[src/rtl/mult_share_arb.sv]
`timescale 1ns/1ps
// -----------------------------------------------------------------------------
// mult_share_arb
// Round-robin arbiter/sequencer sharing one pipelined signed multiplier among
// NREQ requesters. A {valid,id} tag pipeline of depth LAT runs in lock-step
// with the multiplier (both advance only on m_ce). Each product is returned
// with the ID of the requester that issued it. Result backpressure freezes
// the multiplier and the tag pipeline through m_ce.
//
// Optional feature macro: MULT_SHARE_ARB_STATS_EN (saturating stall counter).
//
// Ports:
//   clk, rst_n        clock (rising edge), async active-low reset
//   req_valid/ready   per-requester handshake, ready is the one-hot grant
//   req_a/req_b       packed signed operands, requester i at [i*W +: W]
//   m_ce/m_ain/m_bin  multiplier clock enable and operands
//   m_prod            multiplier product (LAT ce-enabled stages after ain/bin)
//   res_valid/ready   result handshake
//   res_id/res_prod   requester ID and full-width signed product
//   stall_cnt         stall cycles with pending requests (0 without macro)
// -----------------------------------------------------------------------------
module mult_share_arb #(
    parameter int AW   = 27,
    parameter int BW   = 18,
    parameter int NREQ = 4,
    parameter int LAT  = 3,
    localparam int IDW = (NREQ > 1) ? $clog2(NREQ) : 1
) (
    input  logic                      clk,
    input  logic                      rst_n,
    input  logic [NREQ-1:0]           req_valid,
    output logic [NREQ-1:0]           req_ready,
    input  logic [NREQ*AW-1:0]        req_a,
    input  logic [NREQ*BW-1:0]        req_b,
    output logic                      m_ce,
    output logic [AW-1:0]             m_ain,
    output logic [BW-1:0]             m_bin,
    input  logic signed [AW+BW-1:0]   m_prod,
    output logic                      res_valid,
    input  logic                      res_ready,
    output logic [IDW-1:0]            res_id,
    output logic signed [AW+BW-1:0]   res_prod,
    output logic [31:0]               stall_cnt
);

    localparam int IW1 = IDW + 1;

    logic                 run_r;
    logic [IDW-1:0]       ptr_r;
    logic                 tag_v_r  [LAT];
    logic [IDW-1:0]       tag_id_r [LAT];
    logic                 stall_s;
    logic                 found_s;
    logic                 gnt_s;
    logic [IDW-1:0]       gnt_id_s;

    // Result side comes straight from the last tag stage and the multiplier.
    assign res_valid = tag_v_r[LAT-1];
    assign res_id    = tag_id_r[LAT-1];
    assign res_prod  = m_prod;

    // A held result freezes the whole datapath; run_r keeps ce low until the
    // first clock after reset release so nothing issues during release.
    assign stall_s = res_valid & ~res_ready;
    assign m_ce    = run_r & ~stall_s;
    assign gnt_s   = found_s & m_ce;

    // Reset-release flag: goes high on the first edge after rst_n deasserts.
    always_ff @(posedge clk or negedge rst_n) begin
        if (!rst_n) begin
            run_r <= 1'b0;
        end else begin
            run_r <= 1'b1;
        end
    end

    // Round-robin search from ptr upward with wrap. The loop runs from the
    // farthest offset down so the nearest valid requester wins.
    always_comb begin : arb_search
        logic [IW1-1:0] sum_v;
        sum_v    = '0;
        found_s  = 1'b0;
        gnt_id_s = '0;
        for (int k = NREQ - 1; k >= 0; k--) begin
            sum_v = {1'b0, ptr_r} + IW1'(k);
            sum_v = (sum_v >= IW1'(NREQ)) ? (sum_v - IW1'(NREQ)) : sum_v;
            if (req_valid[sum_v[IDW-1:0]]) begin
                found_s  = 1'b1;
                gnt_id_s = sum_v[IDW-1:0];
            end else begin
                found_s  = found_s;
                gnt_id_s = gnt_id_s;
            end
        end
    end

    // One-hot ready and operand mux; operands are zero when nothing is granted.
    always_comb begin
        req_ready = '0;
        m_ain     = '0;
        m_bin     = '0;
        for (int i = 0; i < NREQ; i++) begin
            if (gnt_s && (gnt_id_s == IDW'(i))) begin
                req_ready[i] = 1'b1;
                m_ain        = req_a[i*AW +: AW];
                m_bin        = req_b[i*BW +: BW];
            end else begin
                req_ready[i] = 1'b0;
            end
        end
    end

    // Round-robin pointer: moves past the winner only when a grant happens.
    always_ff @(posedge clk or negedge rst_n) begin
        if (!rst_n) begin
            ptr_r <= '0;
        end else if (gnt_s) begin
            if (gnt_id_s == IDW'(NREQ - 1)) begin
                ptr_r <= '0;
            end else begin
                ptr_r <= gnt_id_s + IDW'(1);
            end
        end
    end

    // Tag pipeline mirrors the multiplier stages; clearing the valids on
    // reset discards whatever the multiplier still holds.
    always_ff @(posedge clk or negedge rst_n) begin
        if (!rst_n) begin
            for (int i = 0; i < LAT; i++) begin
                tag_v_r[i]  <= 1'b0;
                tag_id_r[i] <= '0;
            end
        end else if (m_ce) begin
            tag_v_r[0] <= gnt_s;
            if (gnt_s) begin
                tag_id_r[0] <= gnt_id_s;
            end else begin
                tag_id_r[0] <= '0;
            end
            for (int i = 1; i < LAT; i++) begin
                tag_v_r[i]  <= tag_v_r[i-1];
                tag_id_r[i] <= tag_id_r[i-1];
            end
        end
    end

`ifdef MULT_SHARE_ARB_STATS_EN
    logic [31:0] stall_cnt_r;

    // Counts stalled cycles while some requester is waiting; saturates.
    always_ff @(posedge clk or negedge rst_n) begin
        if (!rst_n) begin
            stall_cnt_r <= 32'd0;
        end else if (stall_s && (|req_valid) && (stall_cnt_r != 32'hFFFF_FFFF)) begin
            stall_cnt_r <= stall_cnt_r + 32'd1;
        end
    end

    assign stall_cnt = stall_cnt_r;
`else
    assign stall_cnt = 32'd0;
`endif

endmodule

[config.mk]
export PLATFORM = sky130hd
export DESIGN_NAME = mult_share_arb
export DESIGN_NICKNAME = d
export VERILOG_FILES = /design/src/rtl/mult_share_arb.sv
export SDC_FILE = /design/constraint.sdc
export NUM_CORES = 1
export LEC_CHECK = 0
export ABC_AREA = 1
export CAP_MARGIN = 0
export CORE_AREA = 2 2 139 141
export CTS_CLUSTER_DIAMETER = 40
export DETAILED_ROUTE_END_ITERATION = 12
export DIE_AREA = 0 0 141 143
export GPL_ROUTABILITY_DRIVEN = 0
export SETUP_SLACK_MARGIN = 0.02
export SYNTH_ARGS = -nofsm -noshare
export SYNTH_HDL_FRONTEND = slang
export SYNTH_SLANG_ARGS = --single-unit
[constraint.sdc]
create_clock -name clk -period 6.4 [get_ports clk]
set_input_delay 1.28 -clock clk [delete_from_list [all_inputs] [get_ports clk]]
set_output_delay 1.28 -clock clk [all_outputs]
set_load 0.05 [all_outputs]
==> impl_metrics.json, run 1 <==
{
  "status": "complete, no violations",
  "ioPinCount": 362,
  "cts.sinks": 12,
  "period_minus_slack_ns": 5.439,
  "nNetsFinal": 1164,
  "maxCapViolations": 0,
  "die-area_mm2": 0.02016,
  "synthDistinctLibCells": 24,
  "wl_per_cell_um": 14.14,
  "syn2layout_area_growth_pct": 62.92,
  "clkTransAtPathRegs_ns": 0.04,
  "via_count": 5231,
  "rsz0062_at_grt": "no",
  "worstPathRequired_ns": 5.12,
  "yosysWarnings": 0,
  "clock.fmax_mhz": 183.9,
  "crit_path_end_kind": "primary output",
  "cts_buffers": 3,
  "core_area_mm2": 0.01858,
  "period_share_pct": 84.99,
  "dr.pass1.iters": 4,
  "cts_max_path_buffers": 2,
  "post_cts_resize_count": 0,
  "fillCellCount": 2051,
  "die_h_um": 143,
  "cts_hold_buf": 0,
  "drcViolationCount": 0,
  "place_inst": 1157,
  "slew_headroom_pct": 48.89,
  "setup_viol": 0,
  "rows": 50,
  "cp-start-kind": "primary input",
  "port_buffers": 239,
  "crit_arrival_ns": 4.16,
  "tightest_slew_ns": 0.7667,
  "path_class": "primary input to primary output",
  "drive_above_1_share_pct": 7.883,
  "maxSlewViolCount": 0,
  "diodes": 0,
  "viasPerCell": 4.509,
  "synth-seq-cells": 12,
  "grt_usage_pct": 15.09,
  "cts_setup_buffers": 0,
  "instances_no_fill": 1160,
  "grt_pass1_wl_um": 24960,
  "start_util_pct": 21.85,
  "hold_path.class": "register to register",
  "cts_root_buf": "clkbuf_16",
  "insertion_delay_ns": 0.23,
  "final.setup.tns_ns": 0,
  "clock-skew-final_ns": 0.001166,
  "die_w_um": 141,
  "grt_max_degree": 136,
  "final_common_cell": "nand2_1",
  "dp_hpwl_um": 12090,
  "final_cell_mix": "nand2_1 (228), clkdlybuf4s50_1 (192), inv_1 (146), nand4_1 (135)",
  "cp_max_fo": 38,
  "hold_viol": 0,
  "grt-ovfl-total": 0,
  "grt_pass1_vias": 4941,
  "wl_um": 16410,
  "synth-seq-area-share_pct": 7.398,
  "drtAntennaViolNets": 0,
  "cts_tree": "done",
  "netlist_area_mm2": 0.004059,
  "drt_iter0_drc": 228,
  "syn-instance-count": 786,
  "grt_antenna_before_repair": 0,
  "htreeDepth": 1,
  "postSynthAreaPerCell_um2": 5.164
}
## final cells by class
type                       instances  area (um^2)  share of cell area [%]
inverter                         150        568.0                   8.590
clock buffer                       3        75.07                   1.135
sequential                        12        300.3                   4.541
tap                              234        292.8                   4.428
multi-input combinational        512         2426                   36.69
timing repair buffer             249         2950                   44.62
## synth_stat cells
master / n / area, um^2
a31oi_1: 1 / 6.260
buf_2: 22 / 110.1
nand3_2: 1 / 10.01
inv_1: 147 / 551.8
o21ai_0: 9 / 45.04
nand2_1: 228 / 855.8
inv_2: 2 / 7.510
clkbuf_1: 29 / 108.9
nand4_1: 135 / 844.6
a21oi_1: 1 / 5.000
nand2_2: 2 / 12.51
nand3_1: 46 / 230.2
ha_1: 4 / 50.05
nand3_4: 1 / 17.52
a21boi_0: 1 / 7.510
conb_1: 2 / 7.510
inv_4: 1 / 6.260
buf_4: 81 / 608.1
buf_6: 5 / 56.30
o21ai_2: 1 / 8.760
buf_1: 6 / 22.52
dfrtp_1: 12 / 300.3
nor2_2: 1 / 6.260
nor2_1: 48 / 180.2
## flip-flops by register name, summed over array words and instances, names as in the netlist
register / cells
res_id: 2
tag_id_r: 4
tag_v_r: 2
ptr_r: 2
run_r: 1
res_valid: 1
## cells by family (layout without fill, tap and decap cells)
| logic type | count (synthesis) | in the layout | share of synthesized area, % |
|---|---|---|---|
| simple gates | 462 | 462 | 53.14 |
| fa+ha+maj | 4 | 4 | 1.233 |
| buf+inv | 293 | 402 | 36.25 |
| flops | 12 | 12 | 7.398 |
| compound gates | 13 | 13 | 1.788 |
| other cells | 2 | 33 | 0.1850 |
## per-stage QoR
stage               hold slack [ns]  cell area, um^2  setup WS (ns)  utilization (%)
finish                       0.4633             6613         0.9609            35.59
global route                 0.5049             6613         0.6950            35.59
CTS                          0.4627             6613         0.9748            35.59
detailed placement           0.4510             6538         0.9894            35.19
global placement             0.4514             6538          1.016            35.19
floorplan                    0.4422             4175          1.712                -
## worst max-delay path, stage by stage
cell	delay, ns
clkdlybuf4s50_1	0.47
nand2_1	0.06
nand2_1	0.12
nand2_1	0.06
nand2_1	0.08
inv_1	0.06
a21oi_1	0.18
inv_1	0.07
nand2_1	0.06
nand2_1	0.12
inv_1	0.15
ha_4	0.33
buf_4	0.44
nor2_1	0.09
nand4_1	0.10
nand3_1	0.08
nand2_1	0.09
nand2_1	0.11
buf_12	0.18
## per-layer routing
layer / share of wire (%) / vias up / GRT usage (%) / routed length, um
li1: - / 2650 / - / -
met1: 43 / 2309 / 19.27 / 7053
met2: 47 / 246 / 25.78 / 7646
met3: 8.5 / 26 / 3.588 / 1396
met4: 1.9 / 0 / 3.579 / 312
met5: 0 / - / 0 / 0
## final timing paths
path	cells after the start	from	slack (ns)	end
worst max-delay path	19	req_valid[2]	0.96	m_bin[11]
worst min-delay path	2	tag_id_r[2]	0.46	res_id[0]
worst max register to register	13	ptr_r[0]	4.24	ptr_r[1]
worst min register to register	2	tag_id_r[2]	0.46	res_id[0]
max in group asynchronous	1	rst_n	4.64	tag_id_r[3]
min in group asynchronous	1	rst_n	1.40	ptr_r[1]
Power of run 1 is left out: the tool's default activity adds up to more than one toggle a clock period on the data nets, which glitch-free logic cannot reach.
==> run 2, diff against run 1 <==
clock period = 5.1 ns   (was 6.4 ns; I/O delays follow)
==> impl_metrics.json, run 2 (synthesis results as in run 1) <==
{
  "status": "complete, no violations",
  "largest_reg_flops": 4,
  "grt_usage_pct": 15.51,
  "wl_per_cell_um": 14.33,
  "cp_slowest_cell": "clkdlybuf4s50_1",
  "grt-ovfl-total": 0,
  "final_common_cell": "nand2_1",
  "cts_max_path_buffers": 2,
  "final.setup.tns_ns": 0,
  "ioPinCount": 362,
  "insertion_delay_ns": 0.24,
  "worstPathRequired_ns": 4.08,
  "seqCellArea_um2": 300.3,
  "period_minus_slack_ns": 4.677,
  "drive_above_1_share_pct": 8.887,
  "fillCellCount": 2010,
  "cts.sinks": 12,
  "dp_hpwl_um": 12700,
  "crit_arrival_ns": 3.66,
  "core_area_mm2": 0.01858,
  "multi_input_area_mm2": 0.002426,
  "hold_path.class": "register to register",
  "post_cts_resize_count": 0,
  "drt_iter0_drc": 285,
  "grt_pass1_wl_um": 25430,
  "htreeDepth": 1,
  "syn2layout_area_growth_pct": 65.20,
  "clkTransAtPathRegs_ns": 0.04,
  "final_cell_mix": "nand2_1 (228), clkdlybuf4s50_1 (190), inv_1 (146), nand4_1 (135), buf_12 (51)",
  "grt_max_degree": 71,
  "setup_viol": 0,
  "hold_viol": 0,
  "rsz0062_at_grt": "no",
  "crit_path_cell_trace": "clkdlybuf4s50_1 > nand2_1 > nand2_1 > nand2_1 > nand2_1 > inv_1 > a21oi_1 > o21ai_0 > nand2_1 > inv_1 > ha_1 > nand3_2 > buf_4 > nand2_1 > inv_1 > nand2_1 > nand2_1 > buf_12",
  "cts_root_buf": "clkbuf_16",
  "maxCapViolations": 0,
  "cp_max_fo": 27,
  "crit_path_end_kind": "primary output",
  "path_common_cell": "nand2_1",
  "cts_setup_buffers": 0,
  "cts_hold_buf": 0,
  "cts_buffers": 3,
  "grt_pass1_vias": 4913,
  "period_share_pct": 91.70,
  "die_w_um": 141,
  "drtAntennaViolNets": 0,
  "die-area_mm2": 0.02016,
  "wl_um": 16740,
  "die_h_um": 143,
  "clock-skew-final_ns": 0.002880,
  "reg2reg_slack_ns": 2.71,
  "worst_path_largest_cell_delay_ns": 0.47,
  "regMostFlops": "tag_id_r",
  "start_util_pct": 21.85,
  "slew_headroom_pct": 62.37,
  "rows": 50,
  "cp-start-kind": "primary input",
  "maxSlewViolCount": 0,
  "viasPerCell": 4.504,
  "tightest_slew_ns": 0.5627,
  "path_class": "primary input to primary output",
  "diodes": 0,
  "dr.pass1.iters": 4,
  "port_buffers": 239,
  "grt_antenna_before_repair": 0,
  "drcViolationCount": 0,
  "via_count": 5261,
  "cts_tree": "done",
  "clock.fmax_mhz": 213.8,
  "nNetsFinal": 1172
}
run 2: changes by cell type in the layout (fill, tap and decap cells not counted):
cell	before	now
buf_4	9	16
buf_12	48	51
clkdlybuf4s50_1	192	190
run 2: layout make-up:
| type | count | area share [%] |
|---|---|---|
| clock buffers | 3 | 1.120 |
| inverters | 150 | 8.472 |
| multi-input cells | 512 | 36.18 |
| flip-flops and latches | 12 | 4.478 |
| well taps | 234 | 4.366 |
| repair buffers | 257 | 45.38 |
run 2: layer usage:
| layer | up-vias | share of wire, % | global-route usage (%) |
|---|---|---|---|
| met5 | - | 0 | 0 |
| met4 | 0 | 2.2 | 4.211 |
| met3 | 26 | 9.3 | 4.561 |
| met2 | 252 | 48 | 26.85 |
| met1 | 2315 | 41 | 18.78 |
| li1 | 2668 | - | - |
run 2: critical path, delay by kind of cell:
kind,cells,cell delay (ns)
AO/OA/AOI/OAI,2,0.28
AND/OR/NAND/NOR,9,0.90
adder cells (fa/ha/maj),1,0.23
buffers and inverters,6,1.21
run 2: path summary, 6_finish.rpt:
kind | end | cells past startpoint | start
worst max-delay path | m_ain[21] | 18 | req_valid[0]
worst min-delay path | res_id[0] | 2 | tag_id_r[2]
worst max register to register | ptr_r[0] | 12 | ptr_r[0]
worst min register to register | res_id[0] | 2 | tag_id_r[2]
max in group asynchronous | tag_v_r[1] | 1 | rst_n
min in group asynchronous | tag_id_r[3] | 1 | rst_n
run 2: metrics by stage:
step	util (%)	hold slack (ns)	setup slack [ns]	std cells	instance area, um^2
floorplan	-	0.4422	0.9322	817	4175
finish	36.09	0.4621	0.4232	1168	6705
global placement	35.68	0.4512	0.4631	1165	6630
global route	36.09	0.5048	0.1419	1168	6705
CTS	36.09	0.4639	0.4018	1168	6705
detailed placement	35.68	0.4521	0.4091	1165	6630
Power of run 2 is left out for the same reason.
==> run 3, diff against run 2 <==
clock period = 6.07 ns   (was 5.1 ns; I/O delays follow)
==> impl_metrics.json, run 3 (synthesis results as in run 1) <==
{
  "status": "complete, no violations",
  "dp_hpwl_um": 12110,
  "nNetsFinal": 1167,
  "clkTransAtPathRegs_ns": 0.04,
  "setup_viol": 0,
  "dr.pass1.iters": 4,
  "die-area_mm2": 0.02016,
  "grt-ovfl-total": 0,
  "worstSetupEndpoint": "m_bin[0]",
  "cp-start-kind": "primary input",
  "drcViolationCount": 0,
  "grt_pass1_vias": 4781,
  "core_area_mm2": 0.01858,
  "cts_hold_buf": 0,
  "startpoint": "req_valid[0]",
  "tightest_slew_ns": 0.7296,
  "rows": 50,
  "holdPathStages": 2,
  "cts_setup_buffers": 0,
  "htreeDepth": 1,
  "cts_root_buf": "clkbuf_16",
  "place_inst": 1160,
  "period_share_pct": 86.45,
  "largest_reg_flops": 4,
  "cts_buffers": 3,
  "clock-skew-final_ns": 0.002762,
  "wl_per_cell_um": 14.02,
  "cp_max_fo": 45,
  "drive_above_1_share_pct": 8.181,
  "die_w_um": 141,
  "port_buffers": 239,
  "r2r_end": "ptr_r[1]",
  "cts_max_path_buffers": 2,
  "rsz0062_at_grt": "no",
  "final_common_cell": "nand2_1",
  "place_ws_ns": 0.8065,
  "cts_tree": "done",
  "grt_pass1_wl_um": 25030,
  "worstPathRequired_ns": 4.86,
  "crit_arrival_ns": 4.03,
  "path_class": "primary input to primary output",
  "viasPerCell": 4.486,
  "grt_usage_pct": 15.17,
  "start_util_pct": 21.85,
  "hold_viol": 0,
  "post_cts_resize_count": 0,
  "wl_um": 16310,
  "drtAntennaViolNets": 0,
  "maxSlewViolCount": 0,
  "grt_max_degree": 72,
  "slew_headroom_pct": 51.36,
  "via_count": 5217,
  "period_minus_slack_ns": 5.247,
  "diodes": 0,
  "ioPinCount": 362,
  "reg2reg_from": "ptr_r[0]",
  "maxCapViolations": 0,
  "final.setup.tns_ns": 0,
  "regMostFlops": "tag_id_r",
  "hold_path.class": "register to register",
  "cts.sinks": 12,
  "clock.fmax_mhz": 190.6,
  "grt_antenna_before_repair": 0,
  "insertion_delay_ns": 0.24,
  "finalWorstSetupSlack_ns": 0.8226,
  "reg2reg_slack_ns": 3.92,
  "holdWs_ns": 0.4728,
  "crit_path_end_kind": "primary output",
  "drt_iter0_drc": 209,
  "syn2layout_area_growth_pct": 63.16,
  "reg2regPathDepth": 13,
  "final_cell_mix": "nand2_1 (228), clkdlybuf4s50_1 (192), inv_1 (146), nand4_1 (135), nor2_1 (48)",
  "instances_no_fill": 1163,
  "die_h_um": 143
}
run 3: area by class of cell:
class,count,area (um^2)
fill,2045,11960
timing repair buffer,252,2960
multi-input combinational,512,2426
inverter,150,568.0
sequential,12,300.3
tap,234,292.8
clock buffer,3,75.07
run 3: how the worst min path moves through the flow:
stage	slack [ns]	start	to
after CTS	0.47	tag_id_r[4]	tag_id_r[2]
after detailed placement	0.46	tag_id_r[4]	tag_id_r[2]
final	0.47	tag_id_r[4]	tag_id_r[2]
after global routing	0.50	tag_id_r[5]	tag_id_r[5]
after global placement	0.45	tag_id_r[2]	res_id[0]
after floorplan	0.44	tag_id_r[2]	res_id[0]
run 3: stage by stage:
step / area, um^2 / util [%]
after floorplan: 4175 / -
final: 6623 / 35.64
after global placement: 6548 / 35.24
after global routing: 6623 / 35.64
after CTS: 6623 / 35.64
after detailed placement: 6548 / 35.24
run 3: critical path, cell delays in order:
cell and delay [ns]:
clkdlybuf4s50_1 0.48, nand2_1 0.05, nand2_1 0.11, nand2_1 0.07, nand2_1 0.10, inv_1 0.06
a21oi_1 0.18, o21ai_0 0.11, nand2_1 0.19, ha_2 0.24, buf_4 0.51, nand4_1 0.16
nand2_1 0.10, inv_1 0.04, nand2_1 0.12, nand2_1 0.13, buf_12 0.17
run 3: routing by layer:
layer	GRT usage [%]	up-vias	wire length [um]
met5	0	-	0
met3	3.622	32	1499
met2	25.62	257	7541
met1	19.24	2270	6858
met4	4.474	0	411
li1	-	2658	-
Power of run 3 is left out for the same reason.
